`src/rtl/alu_pkg.sv`:
```
// Shared types for the bit-serial ALU: op encoding and FSM states.
package alu_pkg;

  typedef enum logic [1:0] {
    ALU_ADD = 2'b00,
    ALU_AND = 2'b01,
    ALU_SUB = 2'b10,
    ALU_XOR = 2'b11
  } alu_op_t;

  typedef enum logic [1:0] {
    IDLE = 2'b00,
    RUN  = 2'b01,
    DONE = 2'b10
  } serial_alu_state_t;

  // ADD and SUB propagate a carry; the logic ops do not.
  function automatic logic op_uses_carry(input alu_op_t op);
    return (op == ALU_ADD) || (op == ALU_SUB);
  endfunction

endpackage

```
`src/rtl/alu_bit_cell.sv`:
```
// One-bit ALU cell shared by all ops; SUB is ADD with B inverted.
module alu_bit_cell
  import alu_pkg::*;
(
  input  logic    a,
  input  logic    b,
  input  logic    c,
  input  alu_op_t op,
  output logic    sum,
  output logic    carry
);

  logic bx;

  // Full adder for ADD/SUB, plain gates with no carry for AND/XOR.
  always_comb begin
    sum   = 1'b0;
    carry = 1'b0;
    bx    = b ^ (op == ALU_SUB);
    case (op)
      ALU_ADD, ALU_SUB: begin
        sum   = a ^ bx ^ c;
        carry = (a & bx) | (a & c) | (bx & c);
      end
      ALU_AND: sum = a & b;
      ALU_XOR: sum = a ^ b;
      default: sum = 1'b0;
    endcase
  end

endmodule

```
`src/rtl/serial_alu.sv`:
```
// Bit-serial ALU: one bit cell iterated WIDTH times with a registered carry,
// wrapped in a start/busy/done handshake.
// Optional feature macro: SERIAL_ALU_OVF_EN (signed overflow flag register).
module serial_alu
  import alu_pkg::*;
#(
  parameter int WIDTH = 8
) (
  input  logic             clk,
  input  logic             rst,
  input  logic             start,
  input  logic [WIDTH-1:0] a,
  input  logic [WIDTH-1:0] b,
  input  logic             cin,
  input  logic [1:0]       aluctr,
  output logic             busy,
  output logic             done,
  output logic [WIDTH-1:0] d,
  output logic             e,
  output logic             zero,
  output logic             ovf
);

  localparam int CW = (WIDTH > 1) ? $clog2(WIDTH) : 1;

  serial_alu_state_t state_q, state_d;
  logic [WIDTH-1:0]  a_q, a_d, b_q, b_d, res_q, res_d, d_q, d_d;
  logic [CW-1:0]     cnt_q, cnt_d;
  alu_op_t           op_q, op_d;
  logic              c_q, c_d, e_q, e_d, zero_q, zero_d, ovf_d;
  logic              cell_sum, cell_carry, last;
  logic [WIDTH-1:0]  res_shift;

  alu_bit_cell u_cell (
    .a     (a_q[0]),
    .b     (b_q[0]),
    .c     (c_q),
    .op    (op_q),
    .sum   (cell_sum),
    .carry (cell_carry)
  );

  // New result bit enters at the MSB; after WIDTH shifts bit 0 is the LSB.
  assign res_shift = (res_q >> 1) | (WIDTH'(cell_sum) << (WIDTH - 1));
  assign last      = (cnt_q == CW'(WIDTH - 1));

  // Next-state, operand shifting and result capture on the final bit.
  always_comb begin
    state_d = state_q;
    a_d     = a_q;
    b_d     = b_q;
    res_d   = res_q;
    cnt_d   = cnt_q;
    op_d    = op_q;
    c_d     = c_q;
    d_d     = d_q;
    e_d     = e_q;
    zero_d  = zero_q;
    ovf_d   = 1'b0;
    case (state_q)
      IDLE, DONE: begin
        state_d = IDLE;
        if (start) begin
          state_d = RUN;
          a_d     = a;
          b_d     = b;
          op_d    = alu_op_t'(aluctr);
          c_d     = op_uses_carry(alu_op_t'(aluctr)) ? cin : 1'b0;
          cnt_d   = '0;
          res_d   = '0;
        end
      end
      RUN: begin
        a_d   = a_q >> 1;
        b_d   = b_q >> 1;
        c_d   = cell_carry;
        res_d = res_shift;
        cnt_d = cnt_q + CW'(1);
        if (last) begin
          state_d = DONE;
          d_d     = res_shift;
          e_d     = cell_carry;
          zero_d  = (res_shift == '0);
          // c_q is the carry into the MSB during the last bit.
          ovf_d   = op_uses_carry(op_q) & (c_q ^ cell_carry);
        end
      end
      default: state_d = IDLE;
    endcase
  end

  // State and datapath registers, synchronous reset.
  always_ff @(posedge clk) begin
    if (rst) begin
      state_q <= IDLE;
      a_q     <= '0;
      b_q     <= '0;
      res_q   <= '0;
      cnt_q   <= '0;
      op_q    <= ALU_ADD;
      c_q     <= 1'b0;
      d_q     <= '0;
      e_q     <= 1'b0;
      zero_q  <= 1'b0;
    end else begin
      state_q <= state_d;
      a_q     <= a_d;
      b_q     <= b_d;
      res_q   <= res_d;
      cnt_q   <= cnt_d;
      op_q    <= op_d;
      c_q     <= c_d;
      d_q     <= d_d;
      e_q     <= e_d;
      zero_q  <= zero_d;
    end
  end

`ifdef SERIAL_ALU_OVF_EN
  logic ovf_q;

  // Overflow flag updates only on the RUN->DONE edge, like the other flags.
  always_ff @(posedge clk) begin
    if (rst)                           ovf_q <= 1'b0;
    else if (state_q == RUN && last)   ovf_q <= ovf_d;
  end

  assign ovf = ovf_q;
`else
  logic unused_ovf;
  assign unused_ovf = ovf_d;
  assign ovf        = 1'b0;
`endif

  assign busy = (state_q == RUN);
  assign done = (state_q == DONE);
  assign d    = d_q;
  assign e    = e_q;
  assign zero = zero_q;

endmodule

```
`config.mk`:
```
export PLATFORM = sky130hd
export DESIGN_NAME = serial_alu
export DESIGN_NICKNAME = d
export VERILOG_FILES = /design/src/rtl/alu_pkg.sv /design/src/rtl/alu_bit_cell.sv /design/src/rtl/serial_alu.sv
export SDC_FILE = /design/constraint.sdc
export NUM_CORES = 1
export LEC_CHECK = 0
export BUFFER_PORTS_ARGS = -buffer_cell sky130_fd_sc_hd__buf_2
export CORE_UTILIZATION = 43
export DETAILED_ROUTE_END_ITERATION = 12
export GPL_ROUTABILITY_DRIVEN = 1
export GPL_TIMING_DRIVEN = 0
export PLACE_DENSITY = 0.75
export SKIP_CTS_REPAIR_TIMING = 1
export SYNTH_ARGS = -nofsm -noshare
export SYNTH_HDL_FRONTEND = slang
export SYNTH_SLANG_ARGS = --single-unit
```
`constraint.sdc`:
```
create_clock -name clk -period 2.3 [get_ports clk]
set_input_delay 0.115 -clock clk [delete_from_list [all_inputs] [get_ports clk]]
set_output_delay 0.115 -clock clk [all_outputs]
set_load 0.03 [all_outputs]
```
==> results.sh, run 1 <==
export IMPL_fin_setup_tns_ns=0
export IMPL_final_nets=277
export IMPL_synthSimpleGateAreaFrac_pct=24.73
export IMPL_design_core_area_um2=4029
export IMPL_yosysTopAreaCell="dfxtp_1"
export IMPL_overflow=0
export IMPL_hpwl_um=2708
export IMPL_fmax_mhz=604.3
export IMPL_hold_viol=0
export IMPL_gp_congestion=0.8022
export IMPL_ys_ff_latch=41
export IMPL_ys_warn_count=0
export IMPL_cts_tree="yes"
export IMPL_cap_violations=0
export IMPL_synth_seq_area_share_pct=45.05
export IMPL_synthXorXnorAreaFrac_pct=0.4808
export IMPL_irDropWorstVdd_v=0.0003065
export IMPL_core_rowCount=23
export IMPL_crit_fanout=4
export IMPL_fin_util_pct=53.76
export IMPL_synth_fa_ha_area_share_pct=3.159
export IMPL_port_buffers=33
export IMPL_drt_iter0_markers=89
export IMPL_firstDrtPassIters=4
export IMPL_criticalPathCategory="reg -> reg"
export IMPL_period_needed_ns=1.655
export IMPL_htreeDepth=2
export IMPL_synth_mux_area_share_pct=1.168
export IMPL_start_util_pct=45.22
export IMPL_synth_top_cell_area_share_pct=45.05
export IMPL_io_pins=35
export IMPL_clk_pin_slew_ns=0.08
export IMPL_syn_nets=237
export IMPL_clockBufferDepth=2
export IMPL_syn_inst=211
export IMPL_run_status="finished, final reports clean"
export IMPL_cts_inserted_buffers=5
export IMPL_grt_pass1_vias=1408
export IMPL_hp_class="in -> reg"
export IMPL_slew_viol_final=0
export IMPL_p_leak_uw=0.0009162
export IMPL_area_growth_pct=18.89
export IMPL_dieArea_um2=4501
export IMPL_worstPathArrival_ns=1.89
export IMPL_rsz0062_at_grt="false"
export IMPL_clk_latency_ns=0.29
export IMPL_die_w_um=67.09
export IMPL_clockRootBuffer="clkbuf_8"
export IMPL_grt_max_degree=13
export IMPL_antenna_found_initial=0
export IMPL_setup_viol=0
export IMPL_via_per_inst=5.146
export IMPL_ys_types=37
export IMPL_fin_skew_ns=0.006217
export IMPL_synth_compound_area_share_pct=14.90
export IMPL_netlist_top_cells_area="dfxtp_1 45%, nand2_1 12%, a311oi_1 6.7%"
export IMPL_clock_sinks=41
export IMPL_final_antenna_net_count=0
export IMPL_die_h_um=67.09
export IMPL_required_ns=2.54
export IMPL_power_density_nw_per_um2=726.4
export IMPL_grt_total_usage_pct=18.93
export IMPL_diodes=0
export IMPL_synth_area_um2=1822
export IMPL_period_share_pct=71.95
export IMPL_end_kind="flip-flop"
export IMPL_grt_pass1_wl_um=6279
export IMPL_synth_top_family_by_area="simple AND/OR/NAND/NOR gates"
export IMPL_cp_start_kind="flip-flop"
export IMPL_vias=1554
export IMPL_avgSynthCellArea_um2=8.634
export IMPL_drt_total_wl_um=3777
export IMPL_wl_per_cell_um=12.51
export IMPL_drc_errors=0
export IMPL_drive_gt1_share_pct=24.60
[cells in the final DEF (no fill, tap or decap), types with 6 or more instances in the layout]
master     n
dfxtp_1   41
buf_2     36
a21oi_1   21
clkbuf_8  10
nand3_1   13
buf_6      6
nand2_1   58
nor2_1    16
a311oi_1  14
[stage by stage]
stage	setup WS, ns	cells	hold slack [ns]	power, µW	instance area (µm²)
after floorplan	0.8354	211	0.1988	935.5	1822
after global placement	0.6790	294	0.3590	992.9	2049
after detailed placement	0.6462	294	0.3554	997.7	2049
after CTS	0.6318	302	0.04741	1581	2166
after global routing	0.5052	302	0.06024	1636	2166
final	0.6452	302	0.04954	1573	2166
[Yosys cell counts]
cell	count
nand2_1	58
dfxtp_1	41
a21oi_1	21
nor2_1	16
a311oi_1	14
nand3_1	13
buf_6	6
clkbuf_8	4
buf_2	3
ha_1	3
nand2b_1	3
buf_1	2
buf_4	2
nor3_1	2
a211oi_2	1
a41o_1	1
and2_1	1
and2b_1	1
and3_1	1
and3b_1	1
and4bb_2	1
buf_12	1
conb_1	1
fa_1	1
inv_1	1
inv_2	1
mux2_2	1
mux2i_1	1
nand2b_2	1
nand3b_1	1
nor2b_1	1
nor2b_2	1
nor4_1	1
o21ai_0	1
o31ai_1	1
o32ai_1	1
xnor2_1	1
[final timing paths]
kind / slack (ns) / depth (start not counted) / end / startpoint
setup / recovery: 0.65 / 5 / zero$_SDFFE_PP0P_ / op_q[0]$_SDFFE_PP0P_
setup reg to reg: 0.65 / 5 / zero$_SDFFE_PP0P_ / op_q[0]$_SDFFE_PP0P_
hold reg to reg: 0.45 / 2 / d[2]$_SDFFE_PP0P_ / d[2]$_SDFFE_PP0P_
hold / removal: 0.05 / 2 / state_q[1]$_SDFFE_PP0P_ / rst
[area by class of cell]
class / instances / area, µm²
Fill cell: 381 / 1863
Sequential cell: 41 / 820.8
Multi-Input combinational cell: 150 / 813.3
Buffer: 18 / 180.2
Timing Repair Buffer: 33 / 165.2
Clock buffer: 7 / 86.33
Tap cell: 50 / 62.56
Clock inverter: 1 / 30.03
Inverter: 2 / 7.507
[state kept, by name (all words and copies together), names as in the netlist]
register and count:
a_q 8, b_q 8, d 8, res_q 7
cnt_q 3, op_q 2, state_q 2, c_q 1
e 1, zero 1
[kinds of logic (layout without fill, tap and decap cells)]
| family | after synthesis | after routing |
|---|---|---|
| and+or+nand+nor | 102 | 102 |
| DFF | 41 | 41 |
| AOI/OAI and AO/OA | 40 | 40 |
| buffers and inverters | 20 | 61 |
| adders and majority gates | 4 | 4 |
| muxes | 2 | 2 |
| other | 1 | 1 |
| xor gates and xnor gates | 1 | 1 |
[worst max-delay path: stages (launching register included)]
cell      delay, ns
dfxtp_1        0.34
nand2b_1       0.17
xnor2_1        0.17
fa_1           0.44
mux2i_1        0.28
a41o_1         0.20
[layer usage]
layer / track usage (%) / up-vias / share of wire, %
met5: 0 / - / 0
met4: 9.309 / 0 / 1.9
met3: 3.253 / 7 / 3.5
met2: 28.88 / 28 / 45
met1: 25.36 / 724 / 49
li1: - / 795 / -
[power by group]
part,leakage (µW),internal [µW],switching [µW]
Combinational,0.000523,96.6,115
Clock,0.0000585,354,238
Sequential,0.000335,745,24.5
No activity file was read; power rests on OpenSTA's default activity.
==> run 2, diff against run 1 <==
--- a/config.mk
+++ b/config.mk
@@ -5,6 +5,7 @@
 export SDC_FILE = /design/constraint.sdc
 export NUM_CORES = 1
 export LEC_CHECK = 0
+export ABC_AREA = 1
 export BUFFER_PORTS_ARGS = -buffer_cell sky130_fd_sc_hd__buf_2
 export CORE_UTILIZATION = 43
 export DETAILED_ROUTE_END_ITERATION = 12
==> constraint.sdc (replaced) <==
create_clock -name clk -period 1.6 [get_ports clk]
set_input_delay 0.08 -clock clk [delete_from_list [all_inputs] [get_ports clk]]
set_output_delay 0.08 -clock clk [all_outputs]
set_load 0.03 [all_outputs]
==> results.sh, run 2 <==
export IMPL_run_status="finished, violations left"
export IMPL_violations="negative setup slack"
export IMPL_pre_cts_ws_ns=-0.06647
export IMPL_worstPathArrival_ns=1.90
export IMPL_ys_warn_count=0
export IMPL_path_common_cell="nand2_2"
export IMPL_setup_viol=1
export IMPL_hp_class="in -> reg"
export IMPL_criticalPathCategory="reg -> reg"
export IMPL_fin_setup_tns_ns=-0.07154
export IMPL_die_h_um=66.15
export IMPL_synth_most_common_cell="nand2_1"
export IMPL_fin_ws_ns=-0.07154
export IMPL_antenna_found_initial=0
export IMPL_drive_gt1_share_pct=28.85
export IMPL_fin_util_pct=55.60
export IMPL_synth_area_um2=1769
export IMPL_clock_sinks=41
export IMPL_period_share_pct=104.5
export IMPL_final_nets=285
export IMPL_start_util_pct=46.57
export IMPL_diodes=0
export IMPL_drt_iter0_markers=77
export IMPL_r2r_slack_ns=-0.07
export IMPL_wl_met3_um=232
export IMPL_drc_errors=0
export IMPL_die_w_um=66.15
export IMPL_io_pins=35
export IMPL_yosysTopAreaCell="dfxtp_1"
export IMPL_clk_pin_slew_ns=0.08
export IMPL_dieArea_um2=4375
export IMPL_avgSynthCellArea_um2=8.079
export IMPL_end_kind="flip-flop"
export IMPL_crit_chain="inv_2 > nand2_2 > xor2_1 > inv_1 > fa_1 > or2_4 > nand2_2 > nand3_1 > a21oi_1"
export IMPL_fmax_mhz=598.3
export IMPL_area_growth_pct=19.38
export IMPL_cts_tree="yes"
export IMPL_p_leak_uw=0.0009259
export IMPL_syn_inst=219
export IMPL_async_flop_share_pct=0
export IMPL_syn_nets=245
export IMPL_design_core_area_um2=3799
export IMPL_synth_top_cell_area_share_pct=46.39
export IMPL_fin_skew_ns=0.004880
export IMPL_gp_congestion=0.7826
export IMPL_fill_cells=353
export IMPL_clockRootBuffer="clkbuf_8"
export IMPL_ys_types=31
export IMPL_top_layer="met4"
export IMPL_netlist_top_cells_area="dfxtp_1 46%, nand2_1 9.1%, nor3_1 5.7%"
export IMPL_via_per_inst=5.045
export IMPL_port_buffers=32
export IMPL_overflow=0
export IMPL_slew_viol_final=0
export IMPL_cts_inserted_buffers=5
export IMPL_cp_slowest_cell="fa_1"
export IMPL_whs_ns=0.01309
export IMPL_irDropWorstVdd_v=0.0004942
export IMPL_vias=1554
export IMPL_wl_per_cell_um=12.90
export IMPL_grt_max_degree=13
export IMPL_multiInputGateArea_um2=812.0
export IMPL_period_needed_ns=1.672
export IMPL_power_density_nw_per_um2=1039
export IMPL_cap_violations=0
export IMPL_clk_latency_ns=0.29
export IMPL_synth_top_cells_by_count="43 x nand2_1, 41 x dfxtp_1, 20 x nor2_1, 20 x nor3_1, 18 x a21oi_1"
export IMPL_required_ns=1.83
export IMPL_grt_pass1_wl_um=6561
export IMPL_regArea_um2=822.0
export IMPL_hold_viol=0
export IMPL_synth_ff_type="dfxtp_1"
export IMPL_layout_commonest_cell="nand2_1"
export IMPL_final_antenna_net_count=0
export IMPL_synth_edf_count=0
export IMPL_rsz0062_at_grt="true"
export IMPL_drt_met1_wl_um=1862
export IMPL_clockBufferDepth=2
export IMPL_drt_total_wl_um=3973
export IMPL_max_stage_delay_ns=0.44
export IMPL_crit_fanout=3
export IMPL_core_rowCount=22
export IMPL_grt_total_usage_pct=20.41
export IMPL_hpwl_um=2800
export IMPL_grt_pass1_vias=1443
export IMPL_htreeDepth=2
export IMPL_firstDrtPassIters=4
export IMPL_wl_met2_um=1819
export IMPL_cp_start_kind="flip-flop"
export IMPL_synth_seq_area_share_pct=46.39
export IMPL_final_cell_mix="41 x nand2_1, 40 x dfxtp_1, 36 x buf_2, 20 x nor2_1, 20 x nor3_1"
export IMPL_ys_ff_latch=41
==> run 2: metal layers <==
metal / vias to the layer above / GRT usage (%)
met5: - / 0
met1: 697 / 25.83
met4: 0 / 8.245
met3: 6 / 6.207
met2: 50 / 32.14
li1: 801 / -
==> run 2: kinds of logic after synthesis <==
kind of cell             count (synthesis)  synth area share (%)
adder cells (fa/ha/maj)                  4                 3.253
XOR/XNOR                                 1                0.4951
other                                    1                0.2120
flip-flops                              41                 46.39
AO/OA/AOI/OAI                           40                 12.94
buffers and inverters                   25                 8.415
AND/OR/NAND/NOR                        107                 28.29
==> run 2: worst max-delay path, delay by kind of cell (launching register included) <==
family	cells	cell delay [ns]
xor+xnor	1	0.14
flops	1	0.35
fa+ha+maj	1	0.44
buf+inv	2	0.11
compound gates	1	0.13
simple gates	4	0.42
==> run 2: final timing paths <==
check | from | to | depth (start not counted)
setup / recovery | op_q[0]$_SDFFE_PP0P_ | zero$_SDFFE_PP0P_ | 9
hold / removal | a[2] | a_q[2]$_SDFFE_PP0P_ | 3
setup reg to reg | op_q[0]$_SDFFE_PP0P_ | zero$_SDFFE_PP0P_ | 9
hold reg to reg | b_q[7]$_SDFFE_PP0P_ | b_q[7]$_SDFFE_PP0P_ | 2
==> run 2: final cells by class <==
cell class,instances,share of cell area [%]
Buffer,12,4.206
Clock buffer,7,4.562
Clock inverter,1,0.2370
Inverter,13,2.844
Multi-Input combinational cell,153,38.45
Sequential cell,41,38.92
Tap cell,48,2.844
Timing Repair Buffer,33,7.938
==> run 2: power by group <==
group / switching, µW / internal (µW) / total [µW]
Sequential: 39.0 / 1080 / 1120
Combinational: 190 / 144 / 333
Clock: 354 / 390 / 744
Total: 583 / 1610 / 2190
==> run 2: through the flow <==
stage / power (µW) / instance area (µm²) / cells
global placement: 1453 / 1993 / 299
finish: 2195 / 2112 / 308
floorplan: 1370 / 1773 / 219
CTS: 2191 / 2095 / 307
global route: 2296 / 2112 / 308
detailed placement: 1464 / 1993 / 299
==> run 3, diff against run 2 <==
--- a/config.mk
+++ b/config.mk
@@ -6,13 +6,14 @@
 export NUM_CORES = 1
 export LEC_CHECK = 0
 export ABC_AREA = 1
-export BUFFER_PORTS_ARGS = -buffer_cell sky130_fd_sc_hd__buf_2
+export BUFFER_PORTS_ARGS = -buffer_cell sky130_fd_sc_hd__buf_4
 export CORE_UTILIZATION = 43
 export DETAILED_ROUTE_END_ITERATION = 12
 export GPL_ROUTABILITY_DRIVEN = 1
 export GPL_TIMING_DRIVEN = 0
 export PLACE_DENSITY = 0.75
 export SKIP_CTS_REPAIR_TIMING = 1
+export SLEW_MARGIN = 20
 export SYNTH_ARGS = -nofsm -noshare
 export SYNTH_HDL_FRONTEND = slang
 export SYNTH_SLANG_ARGS = --single-unit
==> results.sh, run 3 (synthesized netlist as in run 2, its figures left out) <==
export IMPL_final_cell_mix="41 x nand2_1, 40 x dfxtp_1, 37 x buf_4, 20 x nor2_1, 20 x nor3_1"
export IMPL_crit_fanout=4
export IMPL_clk_pin_slew_ns=0.08
export IMPL_clock_sinks=41
export IMPL_worstPathBufferInverterCount=3
export IMPL_hpwl_um=2774
export IMPL_cts_tree="yes"
export IMPL_rsz0062_at_grt="true"
export IMPL_p_leak_uw=0.0009435
export IMPL_grt_total_usage_pct=19.56
export IMPL_cap_violations=0
export IMPL_antenna_found_initial=0
export IMPL_die_w_um=66.15
export IMPL_required_ns=1.77
export IMPL_criticalPathCategory="reg -> reg"
export IMPL_vias=1556
export IMPL_via_per_inst=5.036
export IMPL_layout_commonest_cell="nand2_1"
export IMPL_cp_start_kind="flip-flop"
export IMPL_period_share_pct=105.8
export IMPL_final_antenna_net_count=0
export IMPL_run_status="finished, violations left"
export IMPL_max_stage_delay_ns=0.42
export IMPL_grt_max_degree=12
export IMPL_clockBufferDepth=2
export IMPL_core_rowCount=22
export IMPL_clockRootBuffer="clkbuf_8"
export IMPL_grt_pass1_vias=1418
export IMPL_critPathTopFamily="adder cells"
export IMPL_wl_per_cell_um=12.44
export IMPL_drt_iter0_markers=71
export IMPL_crit_chain="inv_2 > nand2_2 > xor2_1 > inv_1 > fa_1 > or2_4 > nand2_4 > buf_4 > a21oi_1"
export IMPL_setup_viol=3
export IMPL_drc_errors=0
export IMPL_cp_slowest_cell="fa_1"
export IMPL_diodes=0
export IMPL_gp_congestion=0.7644
export IMPL_irDropWorstVdd_v=0.0005219
export IMPL_whs_ns=0.02341
export IMPL_final_nets=287
export IMPL_end_kind="flip-flop"
export IMPL_fmax_mhz=590.8
export IMPL_htreeDepth=2
export IMPL_io_pins=35
export IMPL_die_h_um=66.15
export IMPL_firstDrtPassIters=4
export IMPL_drt_total_wl_um=3843
export IMPL_clk_latency_ns=0.28
export IMPL_design_core_area_um2=3799
export IMPL_hp_class="in -> reg"
export IMPL_fin_setup_tns_ns=-0.2094
export IMPL_period_needed_ns=1.693
export IMPL_slew_viol_final=0
export IMPL_fin_skew_ns=0.007908
export IMPL_violations="negative setup slack"
export IMPL_fin_ws_ns=-0.09258
export IMPL_grt_pass1_wl_um=6465
export IMPL_overflow=0
export IMPL_start_util_pct=46.57
export IMPL_cts_inserted_buffers=5
export IMPL_r2r_slack_ns=-0.09
export IMPL_drive_gt1_share_pct=29.12
export IMPL_area_growth_pct=24.54
export IMPL_power_density_nw_per_um2=973.8
export IMPL_hold_viol=0
export IMPL_worstPathArrival_ns=1.87
export IMPL_port_buffers=32
export IMPL_dieArea_um2=4375
run 3: path summary, 6_finish.rpt:
check                       start                  end  cells after the start
max          op_q[0]$_SDFFE_PP0P_    d[7]$_SDFFE_PP0P_                      9
min                          a[2]  a_q[2]$_SDFFE_PP0P_                      3
max reg2reg  op_q[0]$_SDFFE_PP0P_    d[7]$_SDFFE_PP0P_                      9
min reg2reg   b_q[7]$_SDFFE_PP0P_  b_q[7]$_SDFFE_PP0P_                      2
run 3: worst register-to-register path, delay by kind of cell (launching register included):
kind                     cells  cell delay [ns]
AO/OA/AOI/OAI                1             0.05
flip-flops                   1             0.37
buffers and inverters        3             0.21
AND/OR/NAND/NOR              3             0.39
adder cells (fa/ha/maj)      1             0.42
XOR/XNOR                     1             0.14
run 3: power by group:
group | internal [µW] | switching, µW | total, µW
clock network | 342 | 317 | 659
registers | 1080 | 39.9 | 1120
logic | 171 | 197 | 368
total | 1590 | 554 | 2150
run 3: final cells by class:
type	count	area [µm²]
clock buffers	7	86.33
repair buffers	35	262.8
inverters	13	60.06
well taps	48	60.06
plain buffers	12	88.84
fillers	356	1595
multi-input cells	153	820.8
flip-flops and latches	41	824.5
run 3: stage by stage:
stage | instance area (µm²) | total power (µW) | utilization [%] | std cells | setup slack, ns
finish | 2203 | 2146 | 58.00 | 309 | -0.09258
global route | 2203 | 2249 | 58.00 | 309 | -0.1730
CTS | 2160 | 2126 | 56.85 | 306 | -0.09571
detailed placement | 2073 | 1477 | 54.58 | 299 | -0.07869
global placement | 2073 | 1469 | 54.58 | 299 | -0.04180
floorplan | 1773 | 1370 | - | 219 | 0.03772
run 3: metal layers:
layer | global-route usage [%] | vias to the layer above | wire length [µm]
met3 | 3.793 | 7 | 163
met2 | 31.38 | 37 | 1749
met1 | 25.56 | 706 | 1871
li1 | - | 806 | -
met5 | 0 | - | 0
met4 | 7.979 | 0 | 58
